## config.mk

```make
export PLATFORM = sky130hd
export DESIGN_NAME = imem_boot_loader
export DESIGN_NICKNAME = d
export VERILOG_FILES = /design/src/rtl/imem_boot_loader.sv
export SDC_FILE = /design/constraint.sdc
export NUM_CORES = 1
export LEC_CHECK = 0
export BUFFER_PORTS_ARGS = -buffer_cell sky130_fd_sc_hd__buf_2
export CORE_UTILIZATION = 31
export CTS_CLUSTER_DIAMETER = 30
export DETAILED_ROUTE_END_ITERATION = 8
export GPL_TIMING_DRIVEN = 0
export SLEW_MARGIN = 40
export SYNTH_ARGS = -nofsm -noshare
export SYNTH_HDL_FRONTEND = slang
export SYNTH_SLANG_ARGS = --single-unit
```

## constraint.sdc

```tcl
create_clock -name clk_i -period 2.78 [get_ports clk_i]
set_input_delay 0.278 -clock clk_i [delete_from_list [all_inputs] [get_ports clk_i]]
set_output_delay 0.278 -clock clk_i [all_outputs]
set_load 0.02 [all_outputs]
```

## src/rtl/imem_boot_loader.sv

```systemverilog
// Instruction memory boot loader and port arbiter.
// Assembles a little-endian byte stream into 32-bit words and writes them
// from word 0 upward, then hands the memory port to the CPU fetch path.
module imem_boot_loader #(
    parameter int DEPTH = 128
) (
    input  logic        clk_i,
    input  logic        rst_i,
    input  logic        start_i,
    input  logic [7:0]  len_i,
    input  logic        byte_valid_i,
    input  logic [7:0]  byte_data_i,
    output logic        byte_ready_o,
    input  logic [31:0] pc_i,
    output logic [31:0] instr_o,
    output logic        cpu_stall_o,
    output logic [31:0] mem_addr_o,
    output logic [31:0] mem_wdata_o,
    output logic        mem_we_o,
    input  logic [31:0] mem_rdata_i,
    output logic        busy_o,
    output logic        done_o,
    output logic        err_o
);

    typedef enum logic [1:0] {
        IDLE,
        LOAD,
        WRITE,
        RUN
    } state_t;

    localparam logic [8:0]  DEPTH_LEN   = 9'(DEPTH);
    localparam logic [29:0] DEPTH_WORDS = 30'(DEPTH);

    state_t      state;
    logic [7:0]  len_q;
    logic [7:0]  word_idx;
    logic [1:0]  byte_cnt;
    logic [23:0] asm_q;

    logic len_zero;
    logic len_over;
    logic pc_ok;

    assign len_zero = (len_i == 8'd0);
    assign len_over = ({1'b0, len_i} > DEPTH_LEN);
    assign pc_ok    = (pc_i[31:2] < DEPTH_WORDS) && (pc_i[1:0] == 2'b00);

    // NOTE: the fetch path is deliberately combinational (pc -> address ->
    // read data -> instruction in one cycle); only the load side is registered.
    assign mem_addr_o = (state == RUN) ? pc_i : {22'd0, word_idx, 2'b00};
    assign instr_o    = (state == RUN && pc_ok) ? mem_rdata_i : 32'd0;

    // Load/run sequencer with registered handshake and status outputs.
    // NOTE: the instruction memory lives outside this block, so an
    // asynchronous reset never disturbs words that were already written.
    always_ff @(posedge clk_i or posedge rst_i) begin
        if (rst_i) begin
            state        <= IDLE;
            len_q        <= 8'd0;
            word_idx     <= 8'd0;
            byte_cnt     <= 2'd0;
            asm_q        <= 24'd0;
            byte_ready_o <= 1'b0;
            mem_we_o     <= 1'b0;
            mem_wdata_o  <= 32'd0;
            cpu_stall_o  <= 1'b1;
            busy_o       <= 1'b0;
            done_o       <= 1'b0;
            err_o        <= 1'b0;
        end else begin
            // NOTE: every state register here uses <= so all updates in this
            // block see the pre-edge values, independent of statement order.
            case (state)
                IDLE, RUN: begin
                    if (state == RUN && !pc_ok) begin
                        err_o <= 1'b1;
                    end
                    if (start_i) begin
                        if (len_over) begin
                            err_o <= 1'b1;
                        end else if (len_zero) begin
                            state       <= RUN;
                            done_o      <= 1'b1;
                            cpu_stall_o <= 1'b0;
                        end else begin
                            state        <= LOAD;
                            len_q        <= len_i;
                            word_idx     <= 8'd0;
                            byte_cnt     <= 2'd0;
                            byte_ready_o <= 1'b1;
                            busy_o       <= 1'b1;
                            done_o       <= 1'b0;
                            cpu_stall_o  <= 1'b1;
                        end
                    end
                end

                LOAD: begin
                    if (byte_valid_i && byte_ready_o) begin
                        byte_cnt <= byte_cnt + 2'd1;
                        if (byte_cnt == 2'd3) begin
                            mem_wdata_o  <= {byte_data_i, asm_q};
                            mem_we_o     <= 1'b1;
                            byte_ready_o <= 1'b0;
                            state        <= WRITE;
                        end else begin
                            asm_q[8*byte_cnt +: 8] <= byte_data_i;
                        end
                    end
                end

                WRITE: begin
                    mem_we_o <= 1'b0;
                    word_idx <= word_idx + 8'd1;
                    if (word_idx + 8'd1 == len_q) begin
                        state       <= RUN;
                        busy_o      <= 1'b0;
                        done_o      <= 1'b1;
                        cpu_stall_o <= 1'b0;
                    end else begin
                        state        <= LOAD;
                        byte_cnt     <= 2'd0;
                        byte_ready_o <= 1'b1;
                    end
                end

                default: state <= IDLE;
            endcase
        end
    end

endmodule

```

==> results of run 1 <==
[power breakdown]
group	leakage (nW)	switching (mW)	internal, mW
Combinational	1.89	1.30	0.815
Clock	0.144	0.494	0.704
Sequential	1.09	0.220	1.50
[final timing paths]
kind | slack, ns | cells past startpoint | end | from
max | 0.15 | 7 | byte_cnt[1]$_DFFE_PP0P_ | word_idx[4]$_DFFE_PP0P_
max in group asynchronous | 1.78 | 4 | mem_wdata_o[9]$_DFFE_PP0P_ | rst_i
max reg2reg | 0.15 | 7 | byte_cnt[1]$_DFFE_PP0P_ | word_idx[4]$_DFFE_PP0P_
min reg2reg | 0.45 | 1 | err_o$_DFFE_PP0N_ | err_o$_DFFE_PP0N_
min in group asynchronous | 0.44 | 3 | len_q[3]$_DFFE_PP0P_ | rst_i
min | 0.19 | 2 | len_q[1]$_DFFE_PP0P_ | len_i[1]
[registers in the layout, summed over array words and instances (netlist names), 2 cells and up]
name         cells
mem_wdata_o     32
len_q            8
word_idx         8
state            2
asm_q           24
byte_cnt         2
[what timing repair did]
action | in CTS | in global routing
setup buffers | 0 | 0
hold endpoints to repair | 19 | 0
hold buffers | 1 | 0
[placed cells by master (no fill, tap or decap), drive strengths merged, types with 2 or more instances in the layout]
cell	netlist	layout
nand2	68	68
a31oi	2	2
inv	14	17
o221ai	4	4
and2	24	24
a311oi	2	2
o21ai	36	36
ha	10	10
nor2	9	9
mux2	46	46
buf	2	187
a21oi	20	20
dfrtp	81	81
a21o	4	4
mux2i	2	2
or4	3	3
nor4	6	6
nor3b	4	4
xor2	6	6
nand4	4	4
xnor2	6	6
o22ai	3	3
nand3	12	12
clkbuf	24	33
nor3	7	7
and3	33	33
[cells in the mapped netlist (all sizes together), types with 2 or more instances]
library cell   n  area, um^2
and2          24       150.1
dfrtp         81        2027
nand3         12       60.06
a311oi         2       17.52
clkbuf        24       90.09
nor3b          4       30.03
buf            2       16.26
xor2           6       52.55
nand4          4       25.02
o221ai         4       35.03
nand2         68       255.2
a21o           4       30.03
xnor2          6       52.55
nor3           7       35.03
nor4           6       37.54
or4            3       26.27
o22ai          3       18.77
and3          33       206.5
nor2           9       33.78
inv           14       52.55
mux2i          2       20.02
a21oi         20       100.1
a31oi          2       12.51
mux2          46       518.0
ha            10       125.1
o21ai         36       180.2
[cells by family (layout without fill, tap and decap cells)]
group                      after synthesis  after routing  share of synthesized area, %
and+or+nand+nor                        173            173                         20.39
DFF                                     82             82                         47.32
AOI/OAI and AO/OA                       80             80                         10.93
muxes                                   48             48                         12.40
buffers and inverters                   40            241                         3.662
xor gates and xnor gates                12             12                         2.422
adders and majority gates               10             10                         2.884
other                                    0              1                             0
[through the flow]
step | total power, mW | hold WS, ns | setup TNS (ns)
5_1_grt | 5.397 | 0.1944 | 0
6_report | 5.037 | 0.1863 | 0
2_1_floorplan | 3.167 | 0.4140 | 0
3_3_place_gp | 3.769 | 0.4388 | -47.03
3_5_place_dp | 3.842 | 0.2359 | 0
4_1_cts | 5.068 | 0.1786 | 0
[critical path, cell delays in order, from the launching register on]
cell and delay (ns):
dfrtp_1 0.37, buf_6 0.14, xor2_1 0.25, mux2_1 0.37, o32a_1 0.30, or4_4 0.56, or2_4 0.28, a32o_1 0.25
[metal layers]
layer	global-route usage, %	vias up
li1	-	1956
met1	20.13	1953
met2	33.69	170
met3	4.434	24
met4	7.562	0
met5	0	-
[cell type report]
type                       instances  area (um^2)  share of cell area [%]
clock inverter                     6        75.07                   1.285
buffer                            26        106.4                   1.821
clock buffer                       9        225.2                   3.856
tap                              176        220.2                   3.770
inverter                          14        57.56                  0.9854
antenna                            1        2.502                 0.04284
sequential                        82         2053                   35.15
multi-input combinational        323         2142                   36.68
timing repair buffer             186        958.4                   16.41
==> metrics.yaml, run 1 <==
outcome:
  status: "complete, no violations"
placement:
  globalplace.congestion: 0.8720
  dpl.cell_count: 806
  pre_cts_slack_ns: 0.1885
  dpl.hpwl_um: 10290
  port_buffers: 184
  placed_cell_area_um2: 5513
worst_setup_path:
  start_kind: "flip-flop"
  setup.worst_path.end_class: "flip-flop"
  crit_type: "flip-flop to flip-flop"
  worstPathRequired_ns: 3.01
  arrival_ns: 2.86
  worstPathMaxFanout: 10
finish:
  drive_above_1_share_pct: 39.47
  final_area_um2: 5841
  instances_no_fill: 823
  postLayoutCoreUtil_pct: 43.42
  fin_nets: 736
  area_growth_pct: 34.60
  fillers: 1324
routing:
  met1_length_um: 5169
  drtAntennaViolNets: 0
  drc: 0
  wl_per_cell_um: 15.92
  vias_per_cell: 4.985
  wirelength_um: 13110
  via_count: 4103
  top_layer: "met4"
  initialDrtViolationCount: 150
  met2RoutedLength_um: 6655
  drt_first_pass_iters: 4
  wl_met3_um: 919
die:
  die_area_um2: 14470
  fp.dieH_um: 120.3
  io_pins: 186
  initial_core_util_pct: 32.25
  num_rows: 42
  core_area_um2: 13450
  die_w_um: 120.3
timing:
  post-route-period-util_pct: 94.49
  fin_skew_ns: 0.009258
  setup_viol: 0
  tightestPinTransition_ns: 0.5660
  final_hold_viol_count: 0
  drv_slew: 0
  rsz0062_at_grt: "false"
  fin_crit_ns: 2.627
  setup_slack_ns: 0.1532
  relSlewSlack_pct: 62.27
  max_freq_ghz: 0.3807
global_route:
  grt_max_degree: 63
  antenna_found_initial: 1
  first_global_vias: 4015
  grt_pass1_wl_um: 20600
  track_usage_pct: 18.37
  grt.overflow.total: 0
cts:
  clockBufferDepth: 2
  cts.clk_slew.worst_paths_ns: 0.07
  cts_resized: 0
  tritoncts: "yes"
  cts_buffers: 9
  clockRootBuffer: "clkbuf_16"
  cts_max_level: 3
  clk-insertion-delay-late_ns: 0.34
  clock_sinks: 82
synth:
  ys_ff_latch: 82
  avgSynthCellArea_um2: 9.751
  synthesis.nets: 539
  synthArstFlopShare_pct: 100.0
  synth_cell_types: 42
  synth_cells: 445
  ys_warn_count: 0
  ys.flop_type: "dfrtp_1"
  yosysSeqAreaShare_pct: 47.32
  synth-edff-count: 0
  netlist_area_um2: 4339
worst_hold_path:
  hold_path_class: "primary input to flip-flop"
power:
  power_density_nw_per_um2: 862.4
  ir_worst_vdd_mv: 0.4629
  p_leak_nw: 3.123
run:
  maxCapViolCount: 0
Note: power is estimated with default switching activity, not from simulation.
==> run 2, diff against run 1 <==
--- a/config.mk
+++ b/config.mk
@@ -6,6 +6,7 @@
 export NUM_CORES = 1
 export LEC_CHECK = 0
 export BUFFER_PORTS_ARGS = -buffer_cell sky130_fd_sc_hd__buf_2
+export CORE_ASPECT_RATIO = 1.25
 export CORE_UTILIZATION = 31
 export CTS_CLUSTER_DIAMETER = 30
 export DETAILED_ROUTE_END_ITERATION = 8
==> run 2 against run 1 <==
Effect of this change: utilization is 0.095 points higher; global-route usage is 1.1 points lower; combinational power barely moved; critical path type unchanged; critical endpoint unchanged.
==> metrics.yaml, run 2 (synthesis gave the netlist of run 1 again) <==
finish:
  final_common_cell: "buf_2"
  top_register: "mem_wdata_o"
  reg.largest.list: "mem_wdata_o (32), asm_q (24)"
  antenna_cells: 0  # -1
  postLayoutCoreUtil_pct: 43.51  # +0.095 points
  register_area_um2: 2053  # unchanged
  drive_above_1_share_pct: 39.41  # -0.061 points
  largest_register_ffs: 32  # unchanged
  final_cell_mix: "buf_2, dfrtp_1, nand2_1"
  area_growth_pct: 35.03
  fin_nets: 736  # unchanged
  multiInputGateArea_um2: 2142  # unchanged
  fillers: 1298  # -2.0%
timing:
  tightestPinTransition_ns: 0.5799  # +0.01393 ns
  relSlewSlack_pct: 61.34  # -0.93 points
  drv_slew: 0  # unchanged
  fin_skew_ns: 0.006268  # -0.002990 ns
  fin_crit_ns: 2.571  # -0.05545 ns
  final_hold_viol_count: 0  # unchanged
  post-route-period-util_pct: 92.50  # -2.0 points
  max_freq_ghz: 0.3889  # +2.2%
  setup_viol: 0  # unchanged
  rsz0062_at_grt: "false"
power:
  power_frac_seq_pct: 33.5  # -0.7 points
  combPwrFrac_pct: 41.0  # -1.0 points
  total_switching_power_mw: 2.011  # -0.13%
  clockPowerShare_pct: 25.5  # +1.7 points
  power_density_nw_per_um2: 878.2  # +1.8%
  finalPower_mw: 5.146  # +2.2%
  ir_worst_vdd_mv: 0.4927  # +6.4%
  p_leak_nw: 3.135  # +0.39%
  intPower_mw: 3.135  # +3.7%
  switching_share_pct: 39.07  # -0.90 points
routing:
  met1_length_um: 4835  # -6.5%
  drtAntennaViolNets: 0  # unchanged
  via_count: 4082  # -0.51%
  vias_per_cell: 4.990  # about the same
  wl_met3_um: 803  # -13%
  initialDrtViolationCount: 160  # +6.7%
  drt_first_pass_iters: 4  # unchanged
  drc: 0  # unchanged
  met2RoutedLength_um: 6537  # -1.8%
  wirelength_um: 12350  # -5.7%
  wl_per_cell_um: 15.10  # -5.2%
  top_layer: "met4"
worst_setup_path:
  start_kind: "flip-flop"
  worstPathMaxFanout: 10  # unchanged
  worstPathRequired_ns: 3.00  # about the same
  crit_type: "flip-flop to flip-flop"
  setup.worst_path.end_class: "flip-flop"
  arrival_ns: 2.79  # -0.07 ns
global_route:
  grt_max_degree: 61  # -3.2%
  first_global_vias: 3985  # -0.75%
  grt_pass1_wl_um: 19520  # -5.3%
  track_usage_pct: 17.31  # -1.1 points
  antenna_found_initial: 0  # -1
  grt.overflow.total: 0  # unchanged
die:
  num_rows: 47  # +12%
  core_area_um2: 13470  # +0.10%
  initial_core_util_pct: 32.22  # -0.033 points
  fp.dieH_um: 134.3  # +12%
  die_area_um2: 14480  # about the same
  io_pins: 186  # unchanged
  die_w_um: 107.8  # -10%
placement:
  port_buffers: 184  # unchanged
  dpl.hpwl_um: 9525  # -7.4%
  globalplace.congestion: 0.8154  # -6.5%
cts:
  cts.clk_slew.worst_paths_ns: 0.06  # about the same
  clockBufferDepth: 2  # unchanged
  clk-insertion-delay-late_ns: 0.34  # about the same
  cts_buffers: 9  # unchanged
  clock_sinks: 82  # unchanged
  clockRootBuffer: "clkbuf_16"
  cts_resized: 0  # unchanged
  cts_setup_buffers: 0  # unchanged
  tritoncts: "yes"
  cts_max_level: 3  # unchanged
outcome:
  status: "complete, no violations"
run:
  maxCapViolCount: 0  # unchanged
worst_hold_path:
  hold_path_class: "primary input to flip-flop"
[run 2: final timing paths]
check                                         from                      end  slack (ns)  cells after the start
min in group asynchronous                    rst_i     len_q[1]$_DFFE_PP0P_        0.44                      3
min                                       len_i[2]     len_q[2]$_DFFE_PP0P_        0.19                      2
max reg2reg                word_idx[4]$_DFFE_PP0P_  byte_cnt[1]$_DFFE_PP0P_        0.21                      7
max in group asynchronous                    rst_i  cpu_stall_o$_DFFE_PP1P_        1.74                      4
min reg2reg                      err_o$_DFFE_PP0N_        err_o$_DFFE_PP0N_        0.47                      1
max                        word_idx[4]$_DFFE_PP0P_  byte_cnt[1]$_DFFE_PP0P_        0.21                      7
[run 2: power by group through the flow]
stage | registers, mW | clock network [mW] | logic [mW]
finish | 1.72 | 1.31 | 2.11
detailed placement | 1.75 | 0 | 2.12
floorplan | 1.80 | 0 | 1.37
CTS | 1.73 | 1.34 | 2.13
global route | 1.77 | 1.39 | 2.35
global placement | 1.73 | 0 | 2.04
[run 2: per-stage QoR]
stage,hold slack [ns],cells,TNS (ns),cell area (um^2),setup slack [ns]
floorplan,0.4140,445,0,4339,0.3648
global placement,0.4394,800,-43.15,5474,-0.5384
detailed placement,0.2508,801,0,5517,0.2296
CTS,0.1821,818,0,5854,0.1248
global route,0.1932,818,0,5859,0.01234
finish,0.1924,818,0,5859,0.2086
[run 2: worst max-delay path, stage by stage, from the launching register on]
cell and delay, ns:
dfrtp_1 0.37, buf_6 0.14, xor2_1 0.21, mux2_1 0.35, o32a_1 0.29, or4_4 0.56
or2_4 0.28, a32o_1 0.26
[run 2: final cells by class]
| class | instances | share of cell area, % |
|---|---|---|
| Sequential cell | 82 | 35.04 |
| Tap cell | 171 | 3.652 |
| Clock inverter | 5 | 1.452 |
| Timing Repair Buffer | 186 | 16.36 |
| Multi-Input combinational cell | 323 | 36.56 |
| Inverter | 14 | 0.9823 |
| Buffer | 26 | 1.815 |
| Clock buffer | 11 | 4.143 |
[run 2: timing repair]
item / CTS / global route
hold endpoints to repair: 22 / 0
hold buffers: 1 / 0
endpoints found under the setup margin: 0 / 0
[run 2: metal layers]
| metal | track usage (%) | up-vias |
|---|---|---|
| met5 | 0 | - |
| met4 | 4.871 | 0 |
| met3 | 3.936 | 12 |
| met2 | 32.62 | 166 |
| met1 | 19.08 | 1949 |
| li1 | - | 1955 |
==> run 3, diff against run 2 <==
==> constraint.sdc (replaced) <==
create_clock -name clk_i -period 2.15 [get_ports clk_i]
set_input_delay 0.215 -clock clk_i [delete_from_list [all_inputs] [get_ports clk_i]]
set_output_delay 0.215 -clock clk_i [all_outputs]
set_load 0.02 [all_outputs]
==> run 3 against run 2 <==
Effect of this change: the run now ends with negative setup slack left; clock-buffer cell count unchanged; critical path depth unchanged; worst hold slack got worse by 0.061 ns; critical endpoint unchanged; critical path type unchanged.
==> metrics.yaml, run 3 (synthesis gave the netlist of run 1 again) <==
global_route:
  track_usage_pct: 18.20  # +0.89 points
  first_global_vias: 4165  # +4.5%
  grt_max_degree: 27  # -56%
  grt.overflow.total: 0  # unchanged
  grt_pass1_wl_um: 20130  # +3.1%
  antenna_found_initial: 1  # +1
finish:
  drive_above_1_share_pct: 43.25  # +3.8 points
  instances_no_fill: 823  # +0.61%
  top_register: "mem_wdata_o"
  reg.largest.list: "mem_wdata_o (32), asm_q (24)"
  final_common_cell: "buf_2"
  final_cell_mix: "buf_2, dfrtp_1, nand2_1"
  fin_nets: 741  # +0.68%
  postLayoutCoreUtil_pct: 44.47  # +0.96 points
  area_growth_pct: 38.00
  antenna_cells: 0  # unchanged
  final_area_um2: 5988  # +2.2%
  largest_register_ffs: 32  # unchanged
routing:
  wl_per_cell_um: 15.83  # +4.9%
  initialDrtViolationCount: 177  # +11%
  drtAntennaViolNets: 0  # unchanged
  wirelength_um: 13030  # +5.5%
  via_count: 4136  # +1.3%
  drt_first_pass_iters: 4  # unchanged
  drc: 0  # unchanged
  vias_per_cell: 5.026  # +0.71%
die:
  io_pins: 186  # unchanged
  die_area_um2: 14480  # unchanged
  initial_core_util_pct: 32.22  # unchanged
  num_rows: 47  # unchanged
  fp.dieH_um: 134.3  # unchanged
  die_w_um: 107.8  # unchanged
  core_area_um2: 13470  # unchanged
placement:
  placed_cell_area_um2: 5569  # +0.95%
  port_buffers: 184  # unchanged
  dpl.cell_count: 803  # +0.25%
  dpl.hpwl_um: 10190  # +7.0%
  globalplace.congestion: 0.8218  # +0.78%
worst_setup_path:
  worstPathRequired_ns: 2.38  # -0.62 ns
  setup.worst_path.end_class: "flip-flop"
  crit_type: "flip-flop to flip-flop"
  start_kind: "flip-flop"
  worstPathMaxFanout: 5  # -5
  arrival_ns: 2.54  # -0.25 ns
  r2r_cells: 7  # unchanged
timing:
  setup_viol: 7  # +7
  tightestPinTransition_ns: 0.5568  # -0.02312 ns
  final_hold_viol_count: 0  # unchanged
  fin_crit_ns: 2.312  # -0.2595 ns
  drv_slew: 0  # unchanged
  max_freq_ghz: 0.4326  # +11%
  rsz0062_at_grt: "true"
  post-route-period-util_pct: 107.5  # +15 points
  fin_skew_ns: 0.006748  # +0.0004800 ns
  relSlewSlack_pct: 62.88  # +1.5 points
  setup_slack_ns: -0.1618  # -0.3705 ns
  holdWs_ns: 0.1311  # -0.06128 ns
cts:
  clockRootBuffer: "clkbuf_16"
  tritoncts: "yes"
  clk-insertion-delay-late_ns: 0.34  # about the same
  cts_max_level: 3  # unchanged
  clockBufferDepth: 2  # unchanged
  clock_sinks: 82  # unchanged
  cts_buffers: 9  # unchanged
  cts.clk_slew.worst_paths_ns: 0.06  # about the same
run:
  maxCapViolCount: 0  # unchanged
outcome:
  status: "finished, violations left"
  failed_checks: "negative setup slack"
power:
  p_leak_nw: 3.206  # +2.3%
  finalPower_mw: 6.712  # +30%
  ir_worst_vdd_mv: 0.6865  # +39%
  power_density_nw_per_um2: 1121  # +28%
worst_hold_path:
  hold_path_class: "primary input to flip-flop"
  hold_depth: 2  # unchanged
run 3: cell types whose count changed in the layout (fill, tap and decap cells not counted), moves of 2 or more:
cell      delta
ha_2         +2
clkbuf_1    -13
dfrtp_1      -2
inv_6        -3
clkinv_2     +3
nor2_2       +2
buf_4        +4
ha_1         -2
nor2_1       -2
clkbuf_4     +3
dfrtp_2      +2
clkbuf_2     +8
run 3: critical path: stages, from the launching register on:
cell and delay (ns):
dfrtp_1 0.37, buf_6 0.13, xor2_4 0.14, mux2_4 0.31, o32a_1 0.29, or4_4 0.45, or2_4 0.28, a32o_1 0.23
run 3: path summary, 6_finish.rpt:
path / start / end / slack [ns]
max: word_idx[4]$_DFFE_PP0P_ / byte_cnt[1]$_DFFE_PP0P_ / -0.16
min: len_i[5] / len_q[5]$_DFFE_PP0P_ / 0.13
max reg2reg: word_idx[4]$_DFFE_PP0P_ / byte_cnt[1]$_DFFE_PP0P_ / -0.16
min reg2reg: err_o$_DFFE_PP0N_ / err_o$_DFFE_PP0N_ / 0.46
max in group asynchronous: rst_i / mem_wdata_o[19]$_DFFE_PP0P_ / 1.09
min in group asynchronous: rst_i / byte_ready_o$_DFFE_PP0P_ / 0.44
run 3: metal layers:
layer / global-route usage (%) / vias to the layer above / share of wire (%)
met5: 0 / - / 0.061
met4: 7.610 / 2 / 2.4
met3: 3.984 / 24 / 6.1
met2: 35.15 / 167 / 53
met1: 18.40 / 1979 / 38
li1: - / 1964 / -
run 3: where the power goes:
part / switching, mW / internal (mW) / total [mW]
sequential: 0.309 / 1.95 / 2.26
clock: 0.597 / 0.927 / 1.52
combinational: 1.74 / 1.19 / 2.93
total: 2.65 / 4.07 / 6.71
run 3: cell type report:
class,instances,area (um^2)
Inverter,14,56.30
Fill cell,1304,7478
Sequential cell,82,2056
Clock buffer,11,242.7
Tap cell,171,214.0
Timing Repair Buffer,193,1047
Multi-Input combinational cell,323,2198
Buffer,24,120.1
Clock inverter,5,53.80
run 3: per-stage QoR:
stage / setup TNS [ns] / setup WS [ns]
final: -0.6232 / -0.1618
after CTS: -1.077 / -0.1772
after detailed placement: -4.787 / -0.3950
after global routing: -1.162 / -0.2157
after floorplan: -0.4568 / -0.1699
after global placement: -3.302 / -0.3606
run 3: timing repair:
item | CTS | global route
pin swaps | 3 | 1
hold buffers | 1 | 0
setup buffers | 4 | 1
endpoints found under the hold margin | 13 | 0
endpoints found under the setup margin | 64 | 95
gates cloned | 0 | 0
resized for setup | 9 | 25
